[src/rtl/mips_pkg.sv]
// Shared types and constants for the EX-stage ALU control and multiply/divide unit.
package mips_pkg;

  localparam int ALU_OP_W = 4;

  typedef enum logic [ALU_OP_W-1:0] {
    ALU_AND  = 4'b0000,
    ALU_OR   = 4'b0001,
    ALU_ADD  = 4'b0010,
    ALU_XOR  = 4'b0011,
    ALU_NOR  = 4'b0100,
    ALU_SUB  = 4'b0110,
    ALU_SLT  = 4'b0111,
    ALU_SLTU = 4'b1000,
    ALU_SLL  = 4'b1001,
    ALU_SRL  = 4'b1010,
    ALU_SRA  = 4'b1011
  } alu_op_e;

  // R-type funct codes
  localparam logic [5:0] F_SLL   = 6'h00;
  localparam logic [5:0] F_SRL   = 6'h02;
  localparam logic [5:0] F_SRA   = 6'h03;
  localparam logic [5:0] F_MFHI  = 6'h10;
  localparam logic [5:0] F_MTHI  = 6'h11;
  localparam logic [5:0] F_MFLO  = 6'h12;
  localparam logic [5:0] F_MTLO  = 6'h13;
  localparam logic [5:0] F_MULT  = 6'h18;
  localparam logic [5:0] F_MULTU = 6'h19;
  localparam logic [5:0] F_DIV   = 6'h1A;
  localparam logic [5:0] F_DIVU  = 6'h1B;
  localparam logic [5:0] F_ADD   = 6'h20;
  localparam logic [5:0] F_ADDU  = 6'h21;
  localparam logic [5:0] F_SUB   = 6'h22;
  localparam logic [5:0] F_SUBU  = 6'h23;
  localparam logic [5:0] F_AND   = 6'h24;
  localparam logic [5:0] F_OR    = 6'h25;
  localparam logic [5:0] F_XOR   = 6'h26;
  localparam logic [5:0] F_NOR   = 6'h27;
  localparam logic [5:0] F_SLT   = 6'h2A;
  localparam logic [5:0] F_SLTU  = 6'h2B;

  // Instruction class from the main decoder
  localparam logic [1:0] CTRL_MEM  = 2'b00;
  localparam logic [1:0] CTRL_BR   = 2'b01;
  localparam logic [1:0] CTRL_R    = 2'b10;
  localparam logic [1:0] CTRL_SLTI = 2'b11;

  typedef enum logic [2:0] {
    MD_IDLE = 3'd0,
    MD_MUL  = 3'd1,
    MD_DIV  = 3'd2,
    MD_FIX  = 3'd3,
    MD_DONE = 3'd4
  } md_state_e;

endpackage

[src/rtl/md_iter_core.sv]
// Iterative multiply/divide datapath: one product or quotient bit per run cycle.
// Operands are unsigned magnitudes; sign correction happens in the controller.
module md_iter_core #(
  parameter int WIDTH = 32
) (
  input  logic             clk,
  input  logic             rst_n,
  input  logic             load,
  input  logic             run,
  input  logic             is_div,
  input  logic [WIDTH-1:0] a_in,
  input  logic [WIDTH-1:0] b_in,
  output logic [WIDTH-1:0] acc,
  output logic [WIDTH-1:0] shreg,
  output logic             last
);

  localparam int CW = $clog2(WIDTH) + 1;

  logic [WIDTH-1:0] acc_q, acc_d;
  logic [WIDTH-1:0] sh_q, sh_d;
  logic [WIDTH-1:0] b_q, b_d;
  logic [CW-1:0]    cnt_q, cnt_d;
  logic [WIDTH:0]   sum;
  logic [WIDTH:0]   rem_sh;
  logic [WIDTH:0]   diff;

  // Multiply shifts {acc,sh} right after a conditional add; divide shifts left and trial-subtracts.
  always_comb begin
    acc_d  = acc_q;
    sh_d   = sh_q;
    b_d    = b_q;
    cnt_d  = cnt_q;
    sum    = {1'b0, acc_q} + {1'b0, (sh_q[0] ? b_q : '0)};
    rem_sh = {acc_q, sh_q[WIDTH-1]};
    diff   = rem_sh - {1'b0, b_q};
    if (load) begin
      acc_d = '0;
      sh_d  = a_in;
      b_d   = b_in;
      cnt_d = '0;
    end else if (run) begin
      cnt_d = cnt_q + CW'(1);
      if (is_div) begin
        if (!diff[WIDTH]) begin
          acc_d = diff[WIDTH-1:0];
          sh_d  = {sh_q[WIDTH-2:0], 1'b1};
        end else begin
          acc_d = rem_sh[WIDTH-1:0];
          sh_d  = {sh_q[WIDTH-2:0], 1'b0};
        end
      end else begin
        {acc_d, sh_d} = {sum, sh_q[WIDTH-1:1]};
      end
    end
  end

  // Datapath registers
  always_ff @(posedge clk) begin
    if (!rst_n) begin
      acc_q <= '0;
      sh_q  <= '0;
      b_q   <= '0;
      cnt_q <= '0;
    end else begin
      acc_q <= acc_d;
      sh_q  <= sh_d;
      b_q   <= b_d;
      cnt_q <= cnt_d;
    end
  end

  assign acc   = acc_q;
  assign shreg = sh_q;
  assign last  = (cnt_q == CW'(WIDTH - 1));

endmodule

[src/rtl/alu_md_ctrl.sv]
// EX-stage ALU control: funct decode plus a sequential mult/div unit owning HI/LO.
// Handshake: md_stall high means EX (and earlier stages) must hold its instruction
// and keep instr_valid asserted; the FSM only samples new requests in IDLE.
module alu_md_ctrl import mips_pkg::*; #(
  parameter int WIDTH = 32,
  parameter int OP_W  = 4
) (
  input  logic             clk,
  input  logic             rst_n,
  input  logic [5:0]       funct,
  input  logic [1:0]       alu_ctrl,
  input  logic             instr_valid,
  input  logic [WIDTH-1:0] rs_val,
  input  logic [WIDTH-1:0] rt_val,
  output logic [OP_W-1:0]  alu_op,
  output logic             illegal,
  output logic             md_stall,
  output logic [WIDTH-1:0] md_result,
  output logic             md_done,
  output logic             div_by_zero,
  output md_state_e        dbg_state
);

  md_state_e          state_q, state_d;
  logic [WIDTH-1:0]   hi_q, hi_d, lo_q, lo_d;
  logic               dbz_q, dbz_d;
  logic               neg_q, neg_d;
  logic               rneg_q, rneg_d;
  logic               div_q, div_d;

  alu_op_e            op;
  logic               is_r, md_op, mf_op, mt_op, signed_op, div_op;
  logic [WIDTH-1:0]   a_mag, b_mag;
  logic [WIDTH-1:0]   core_acc, core_sh;
  logic               core_load, core_run, core_last;
  logic [2*WIDTH-1:0] prod, prod_fix;
  logic               stall_raw, done_raw, read_ok;

  assign is_r      = (alu_ctrl == CTRL_R);
  assign md_op     = instr_valid && is_r && (funct inside {F_MULT, F_MULTU, F_DIV, F_DIVU});
  assign mf_op     = instr_valid && is_r && (funct inside {F_MFHI, F_MFLO});
  assign mt_op     = instr_valid && is_r && (funct inside {F_MTHI, F_MTLO});
  assign signed_op = (funct == F_MULT) || (funct == F_DIV);
  assign div_op    = (funct == F_DIV) || (funct == F_DIVU);
  assign a_mag     = (signed_op && rs_val[WIDTH-1]) ? -rs_val : rs_val;
  assign b_mag     = (signed_op && rt_val[WIDTH-1]) ? -rt_val : rt_val;
  assign prod      = {core_acc, core_sh};
  assign prod_fix  = neg_q ? -prod : prod;

  // ALU operation decode; HI/LO and mult/div functs are legal and default to ADD
  always_comb begin
    op      = ALU_ADD;
    illegal = 1'b0;
    case (alu_ctrl)
      CTRL_MEM:  op = ALU_ADD;
      CTRL_BR:   op = ALU_SUB;
      CTRL_SLTI: op = ALU_SLT;
      default: begin
        case (funct)
          F_ADD, F_ADDU: op = ALU_ADD;
          F_SUB, F_SUBU: op = ALU_SUB;
          F_AND:         op = ALU_AND;
          F_OR:          op = ALU_OR;
          F_XOR:         op = ALU_XOR;
          F_NOR:         op = ALU_NOR;
          F_SLT:         op = ALU_SLT;
          F_SLTU:        op = ALU_SLTU;
          F_SLL:         op = ALU_SLL;
          F_SRL:         op = ALU_SRL;
          F_SRA:         op = ALU_SRA;
          F_MFHI, F_MTHI, F_MFLO, F_MTLO,
          F_MULT, F_MULTU, F_DIV, F_DIVU: op = ALU_ADD;
          default: begin
            op      = ALU_ADD;
            illegal = 1'b1;
          end
        endcase
      end
    endcase
    alu_op = OP_W'(op);
  end

  // Mult/div sequencing, sign fix-up and HI/LO updates
  always_comb begin
    state_d   = state_q;
    hi_d      = hi_q;
    lo_d      = lo_q;
    dbz_d     = dbz_q;
    neg_d     = neg_q;
    rneg_d    = rneg_q;
    div_d     = div_q;
    core_load = 1'b0;
    core_run  = 1'b0;
    stall_raw = 1'b0;
    done_raw  = 1'b0;
    read_ok   = 1'b0;
    unique case (state_q)
      MD_IDLE: begin
        read_ok = 1'b1;
        if (md_op) begin
          stall_raw = 1'b1;
          dbz_d     = 1'b0;
          div_d     = div_op;
          neg_d     = signed_op && (rs_val[WIDTH-1] ^ rt_val[WIDTH-1]);
          rneg_d    = signed_op && rs_val[WIDTH-1];
          if (div_op && (rt_val == '0)) begin
            lo_d    = '1;
            hi_d    = rs_val;
            dbz_d   = 1'b1;
            state_d = MD_DONE;
          end else begin
            core_load = 1'b1;
            state_d   = div_op ? MD_DIV : MD_MUL;
          end
        end else if (mt_op) begin
          if (funct == F_MTHI) hi_d = rs_val;
          else                 lo_d = rs_val;
          dbz_d = 1'b0;
        end
      end
      MD_MUL, MD_DIV: begin
        stall_raw = 1'b1;
        core_run  = 1'b1;
        if (core_last) state_d = MD_FIX;
      end
      MD_FIX: begin
        stall_raw = 1'b1;
        if (div_q) begin
          lo_d = neg_q  ? -core_sh  : core_sh;
          hi_d = rneg_q ? -core_acc : core_acc;
        end else begin
          {hi_d, lo_d} = prod_fix;
        end
        state_d = MD_DONE;
      end
      MD_DONE: begin
        done_raw  = 1'b1;
        read_ok   = 1'b1;
        stall_raw = mt_op;
        state_d   = MD_IDLE;
      end
      default: state_d = MD_IDLE;
    endcase
  end

  // Controller state and HI/LO registers
  always_ff @(posedge clk) begin
    if (!rst_n) begin
      state_q <= MD_IDLE;
      hi_q    <= '0;
      lo_q    <= '0;
      dbz_q   <= 1'b0;
      neg_q   <= 1'b0;
      rneg_q  <= 1'b0;
      div_q   <= 1'b0;
    end else begin
      state_q <= state_d;
      hi_q    <= hi_d;
      lo_q    <= lo_d;
      dbz_q   <= dbz_d;
      neg_q   <= neg_d;
      rneg_q  <= rneg_d;
      div_q   <= div_d;
    end
  end

  md_iter_core #(.WIDTH(WIDTH)) u_core (
    .clk    (clk),
    .rst_n  (rst_n),
    .load   (core_load),
    .run    (core_run),
    .is_div (state_q == MD_DIV),
    .a_in   (a_mag),
    .b_in   (b_mag),
    .acc    (core_acc),
    .shreg  (core_sh),
    .last   (core_last)
  );

  assign md_stall    = rst_n && stall_raw;
  assign md_done     = rst_n && done_raw;
  assign md_result   = (mf_op && read_ok) ? ((funct == F_MFHI) ? hi_q : lo_q) : '0;
  assign div_by_zero = dbz_q;
  assign dbg_state   = state_q;

endmodule

[config.mk]
export PLATFORM = sky130hd
export DESIGN_NAME = alu_md_ctrl
export DESIGN_NICKNAME = d
export VERILOG_FILES = /design/src/rtl/mips_pkg.sv /design/src/rtl/md_iter_core.sv /design/src/rtl/alu_md_ctrl.sv
export SDC_FILE = /design/constraint.sdc
export NUM_CORES = 1
export LEC_CHECK = 0
export CAP_MARGIN = 10
export CORE_ASPECT_RATIO = 0.7
export CORE_MARGIN = 3
export CORE_UTILIZATION = 45
export DETAILED_ROUTE_END_ITERATION = 16
export HOLD_SLACK_MARGIN = 0.03
export PLACE_DENSITY = 0.63
export SLEW_MARGIN = 20
export SYNTH_ARGS = -nofsm -noshare
export SYNTH_HDL_FRONTEND = slang
export SYNTH_SLANG_ARGS = --single-unit
[constraint.sdc]
create_clock -name clk -period 6.7 [get_ports clk]
set_clock_uncertainty 0.2 [all_clocks]
set_input_delay 1.34 -clock clk [delete_from_list [all_inputs] [get_ports clk]]
set_output_delay 1.34 -clock clk [all_outputs]
set_load 0.02 [all_outputs]
==> results.py, run 1 <==
metrics = {
    "final_layout": {
        "final_area_um2": 17000,
        "seq_area_um2": 3460,
        "area_delta_synth_final_pct": 12.3,
        "final_cell_mix": "nand2_1, a21oi_1, dfxtp_1, nor2_1, o21ai_0",
        "multi_input_area_um2": 10800,
        "fillers": 3213,
        "drive_gt1_share_pct": 4.83,
        "diodes": 0,
        "final_common_cell": "nand2_1",
        "nNetsFinal": 2288,
    },
    "cts": {
        "path_clk_slew_ps": 70,
        "post_cts_buffers": 0,
        "clockBufferDepth": 2,
        "cts_buffers": 17,
        "root_buffer": "clkbuf_16",
        "cts_max_level": 4,
        "post_cts_resized": 0,
        "cts_sinks": 173,
        "clock_latency_ps": 460,
        "hold_buffers": 0,
        "cts_tree": "yes",
    },
    "setup_path": {
        "worst_ep_required_time_ps": 5160,
        "critical_path.startpoint_type": "primary input",
        "cp_top_family": "buffers and inverters",
        "cpMaxStageDelayCell": "clkdlybuf4s50_1",
        "path_max_fanout": 8,
        "crit_path_max_incr_delay_ps": 660,
        "critical_path.cell_chain": "clkdlybuf4s50_1, inv_1, nand2_1, nor3_1, buf_4, and3_1, o21ai_0, a21oi_1, clkdlybuf4s50_1",
        "cp.arrival_ps": 3980,
        "cp_num_buf_inv": 4,
        "cpMostUsedCell": "clkdlybuf4s50_1",
        "critPathKind": "in -> out",
        "critPathCaptureType": "primary output",
    },
    "drt": {
        "drt-total-wl_um": 57400,
        "final_antenna_net_count": 0,
        "drt-vias-per-instance": 6.33,
        "drt-pass1-iter-count": 6,
        "drt_iter0_markers": 1934,
        "num_vias": 16326,
        "remaining_drc_errors": 0,
        "routedWlPerCell_um": 22.2,
    },
    "synth": {
        "synth_seq_cells": 173,
        "syn_nets": 2282,
        "syn_avg_cell_area_um2": 7.07,
        "synthFlopType": "dfxtp_1",
        "ys_seq_area_share_pct": 22.9,
        "syn_inst": 2136,
        "synth_edf_count": 0,
        "yosys_warnings": 0,
        "syn_area_um2": 15100,
        "yosysUniqueCellTypes": 83,
        "async_flop_share_pct": 0,
    },
    "placed_design": {
        "dp_slack_ps": 1120,
        "gp_congestion": 0.974,
        "io_buffers": 117,
        "place_hpwl_um": 42800,
        "dpl_cell_area_um2": 16400,
    },
    "global_route": {
        "grt_max_degree": 86,
        "antenna_found_initial": 0,
        "grt-ovfl-total": 0,
        "first_global_vias": 14585,
        "grt_pass1_wl_um": 87800,
        "grt_usage_pct": 31.1,
    },
    "run": {
        "drv_cap": 0,
    },
    "power": {
        "ir_drop_mv": 0.718,
        "p_leak_nw": 6.58,
        "power_density_nw_per_um2": 395,
        "total_power_w": 0.00671,
    },
    "timing": {
        "fin_ws_ps": 1180,
        "min_period_ps": 5520,
        "relSlewSlack_pct": 34.8,
        "finalSetupTns_ps": 0,
        "hold_viol": 0,
        "rsz0062_at_grt": "false",
        "setup_violations": 0,
        "finalHoldWorstSlack_ps": 270,
        "fmax_mhz": 181,
        "finalMaxSlewViolations": 0,
        "tightest_slew_ps": 979,
        "fin_crit_sh_pct": 82.4,
    },
    "floorplan": {
        "core_area_um2": 32700,
        "std_cell_rows": 55,
        "io_pins": 118,
        "die_y_um": 159,
        "initial_utilization_pct": 46.2,
        "fp.dieW_um": 225,
        "dieArea_um2": 35800,
    },
    "outcome": {
        "status": "finished, final reports clean",
    },
    "worst_hold_path": {
        "holdCritPathClass": "reg -> reg",
    },
}
Yosys cell counts (53+ instances only):
| master | n | area share, % |
|---|---|---|
| xnor2_1 | 85 | 4.9 |
| clkbuf_1 | 120 | 3.0 |
| nor3_1 | 53 | 1.8 |
| nand2_1 | 347 | 8.6 |
| inv_1 | 58 | 1.4 |
| o21ai_0 | 151 | 5.0 |
| nor2_1 | 154 | 3.8 |
| ha_1 | 69 | 5.7 |
| dfxtp_1 | 173 | 23 |
| a21oi_1 | 216 | 7.2 |
| nand3_1 | 59 | 2.0 |
| xor2_1 | 87 | 5.0 |
metrics by stage:
step           instances  util, %
2_1_floorplan       2136        -
3_3_place_gp        2550     50.2
3_5_place_dp        2550     50.2
4_1_cts             2581     51.9
5_1_grt             2581     51.9
6_report            2581     51.9
layout make-up:
| cell class | instances | area share [%] |
|---|---|---|
| sequential | 173 | 20.4 |
| tap | 427 | 3.15 |
| timing repair buffer | 144 | 8.08 |
| clock inverter | 13 | 0.782 |
| multi-input combinational | 1748 | 63.8 |
| clock buffer | 18 | 2.53 |
| inverter | 58 | 1.28 |
power breakdown:
group	leakage [nW]	internal (W)	total, W	switching [W]
clock network	0.268	0.000519	0.00100	0.000483
registers	1.41	0.00127	0.00167	0.000393
logic	4.90	0.00148	0.00404	0.00256
state kept, by name, indices dropped and copies added (netlist names):
name,cells
hi_q,32
u_core.shreg,32
div_by_zero,1
u_core.acc,32
div_q,1
lo_q,32
dbg_state,3
neg_q,1
u_core.b_q,32
u_core.cnt_q,6
rneg_q,1
worst min-delay path, delay by kind of cell, from the launching register on:
family / cells / cell delay, ps
DFF: 1 / 310
AOI/OAI and AO/OA: 1 / 70
and+or+nand+nor: 1 / 50
kinds of logic (layout without fill, tap and decap cells):
family | after synthesis | after routing | synth area share, %
flip-flops | 173 | 173 | 22.9
AND/OR/NAND/NOR | 799 | 799 | 24.7
multiplexers | 9 | 9 | 0.629
XOR/XNOR | 172 | 172 | 9.97
AO/OA/AOI/OAI | 697 | 697 | 29.9
buffers and inverters | 215 | 233 | 5.83
adder cells (fa/ha/maj) | 71 | 71 | 5.98
layer usage:
layer / share of wire, % / GRT usage [%] / vias up
li1: - / - / 7677
met1: 48 / 49.3 / 7727
met2: 38 / 40.7 / 844
met3: 12 / 9.16 / 78
met4: 1.7 / 5.98 / 0
met5: 0 / 0 / -
worst paths after layout:
kind	depth (start not counted)	to	start	slack [ps]
setup / recovery	9	md_stall	funct[5]	1180
hold / removal	2	hi_q[26]	hi_q[26]	270
setup reg to reg	15	u_core.acc[28]	u_core.shreg[0]	1760
hold reg to reg	2	hi_q[26]	hi_q[26]	270
No activity file was read; power rests on OpenSTA's default activity.
==> run 2: changes to the inputs <==
--- a/config.mk
+++ b/config.mk
@@ -11,7 +11,7 @@
 export CORE_UTILIZATION = 45
 export DETAILED_ROUTE_END_ITERATION = 16
 export HOLD_SLACK_MARGIN = 0.03
-export PLACE_DENSITY = 0.63
+export PLACE_DENSITY = 0.66
 export SLEW_MARGIN = 20
 export SYNTH_ARGS = -nofsm -noshare
 export SYNTH_HDL_FRONTEND = slang
==> constraint.sdc (replaced) <==
create_clock -name clk -period 4.9 [get_ports clk]
set_clock_uncertainty 0.2 [all_clocks]
set_input_delay 0.98 -clock clk [delete_from_list [all_inputs] [get_ports clk]]
set_output_delay 0.98 -clock clk [all_outputs]
set_load 0.02 [all_outputs]
==> run 2 against run 1 <==
Net effect:
- wire length increased by 0.68%
- sequential power increased by 31%
- design area increased by 2.4%
- largest power group unchanged
- combinational power increased by 45%
- sequential share of layout area decreased by 0.48 points
- worst hold slack got worse by 2.0 ps
==> results.py, run 2 (synthesis gave the netlist of run 1 again) <==
metrics = {
    "cts": {
        "root_buffer": "clkbuf_16",
        "path_clk_slew_ps": 70,
        "cts_sinks": 173,
        "cts_max_level": 4,
        "hold_buffers": 0,
        "clock_latency_ps": 460,
        "cts_buffers": 17,
        "clockBufferDepth": 2,
        "cts_tree": "yes",
    },
    "drt": {
        "remaining_drc_errors": 0,
        "routedWlPerCell_um": 22.0,
        "drt-vias-per-instance": 6.29,
        "num_vias": 16495,
        "drt-total-wl_um": 57800,
        "drt_iter0_markers": 2032,
        "drt-pass1-iter-count": 5,
        "final_antenna_net_count": 0,
    },
    "global_route": {
        "top_usage_layer": "met1",
        "grt_use_met3_pct": 12.1,
        "grt_usage_pct": 31.5,
        "grt_pass1_wl_um": 89000,
        "use_met2_pct": 41.5,
        "grt_use_met1_pct": 47.7,
        "grt-ovfl-total": 0,
        "antenna_found_initial": 1,
        "grt_max_degree": 74,
        "first_global_vias": 15382,
    },
    "floorplan": {
        "fp.dieW_um": 225,
        "dieArea_um2": 35800,
        "initial_utilization_pct": 46.2,
        "std_cell_rows": 55,
        "core_area_um2": 32700,
        "die_y_um": 159,
        "io_pins": 118,
    },
    "final_layout": {
        "post-route-util_pct": 53.2,
        "nNetsFinal": 2328,
        "fillers": 3251,
        "fin_cells": 2623,
        "drive_gt1_share_pct": 6.61,
        "final_cell_mix": "nand2_1, a21oi_1, dfxtp_1, nor2_1, o21ai_0",
        "area_delta_synth_final_pct": 15.0,
        "final_common_cell": "nand2_1",
    },
    "power": {
        "internal-power_w": 0.00470,
        "combPwrFrac_pct": 62.0,
        "netSwitchingPower_w": 0.00474,
        "swShare_pct": 50.2,
        "clkPwrFrac_pct": 14.9,
        "p_leak_nw": 6.82,
        "ir_drop_mv": 0.286,
        "power_density_nw_per_um2": 544,
        "seq_power_share_pct": 23.1,
    },
    "timing": {
        "finalMaxSlewViolations": 0,
        "finalSetupTns_ps": 0,
        "fin_crit_sh_pct": 95.0,
        "fin_ws_ps": 244,
        "relSlewSlack_pct": 31.2,
        "fmax_mhz": 215,
        "hold_viol": 0,
        "tightest_slew_ps": 1030,
        "setup_violations": 0,
        "min_period_ps": 4660,
        "rsz0062_at_grt": "false",
    },
    "outcome": {
        "status": "finished, final reports clean",
    },
    "setup_path": {
        "critical_path.startpoint_type": "primary input",
        "cp.arrival_ps": 3480,
        "critPathCaptureType": "primary output",
        "critPathKind": "in -> out",
        "crit_start": "funct[3]",
        "worst_ep_required_time_ps": 3720,
        "worst-r2r-cell-count": 14,
        "r2r_start": "u_core.acc[0]",
        "path_max_fanout": 32,
    },
    "worst_hold_path": {
        "min_from": "lo_q[19]",
        "hold_depth": 2,
        "holdCritPathClass": "reg -> reg",
    },
    "run": {
        "drv_cap": 0,
    },
    "placed_design": {
        "gp_congestion": 0.961,
        "io_buffers": 117,
        "place_hpwl_um": 43800,
        "dp_slack_ps": 105,
        "placed_cells": 2590,
    },
}
## run 2: worst paths after layout
check	to	slack, ps
max reg2reg	u_core.acc[6]	290
min reg2reg	lo_q[19]	270
min	lo_q[19]	270
max	md_result[13]	240
## run 2: through the flow
| step | power (W) | area, µm² | hold slack, ps |
|---|---|---|---|
| finish | 0.00945 | 17400 | 268 |
| global route | 0.0101 | 17400 | 285 |
| CTS | 0.00926 | 17400 | 269 |
| detailed placement | 0.00783 | 16800 | 259 |
| global placement | 0.00779 | 16800 | 251 |
| floorplan | 0.00607 | 15100 | 241 |
## run 2: layer usage
layer,up-vias,wire length [µm]
met3,85,7930
met5,-,0
li1,7779,-
met2,834,22100
met1,7797,26800
met4,0,995
## run 2: area by class of cell
cell class / count / area [µm²] / area share (%)
diodes: 1 / 2.50 / 0.0144
clock buffers: 19 / 433 / 2.49
clock inverters: 13 / 159 / 0.915
inverters: 58 / 218 / 1.25
multi-input cells: 1748 / 10800 / 62.3
flip-flops and latches: 173 / 3460 / 19.9
well taps: 427 / 534 / 3.08
repair buffers: 184 / 1730 / 9.98
## run 2: power groups by stage
stage	Clock [W]	Sequential (W)	Combinational, W
floorplan	0	0.00201	0.00406
global placement	0	0.00219	0.00561
detailed placement	0	0.00219	0.00564
CTS	0.00142	0.00216	0.00568
global route	0.00148	0.00222	0.00635
finish	0.00141	0.00218	0.00586
## run 2: worst max-delay path: stages
cell and delay (ps):
clkdlybuf4s50_1 560, nor2_1 190, nand3_1 170, nor2_1 160, nand4_1 110, buf_4 280
a21oi_1 320, clkdlybuf4s50_1 670
## run 2: what timing repair did
action | 4_1_cts | 5_1_grt
setup buffers | 0 | 0
resized for setup | 0 | 1
setup endpoints to repair | 0 | 1
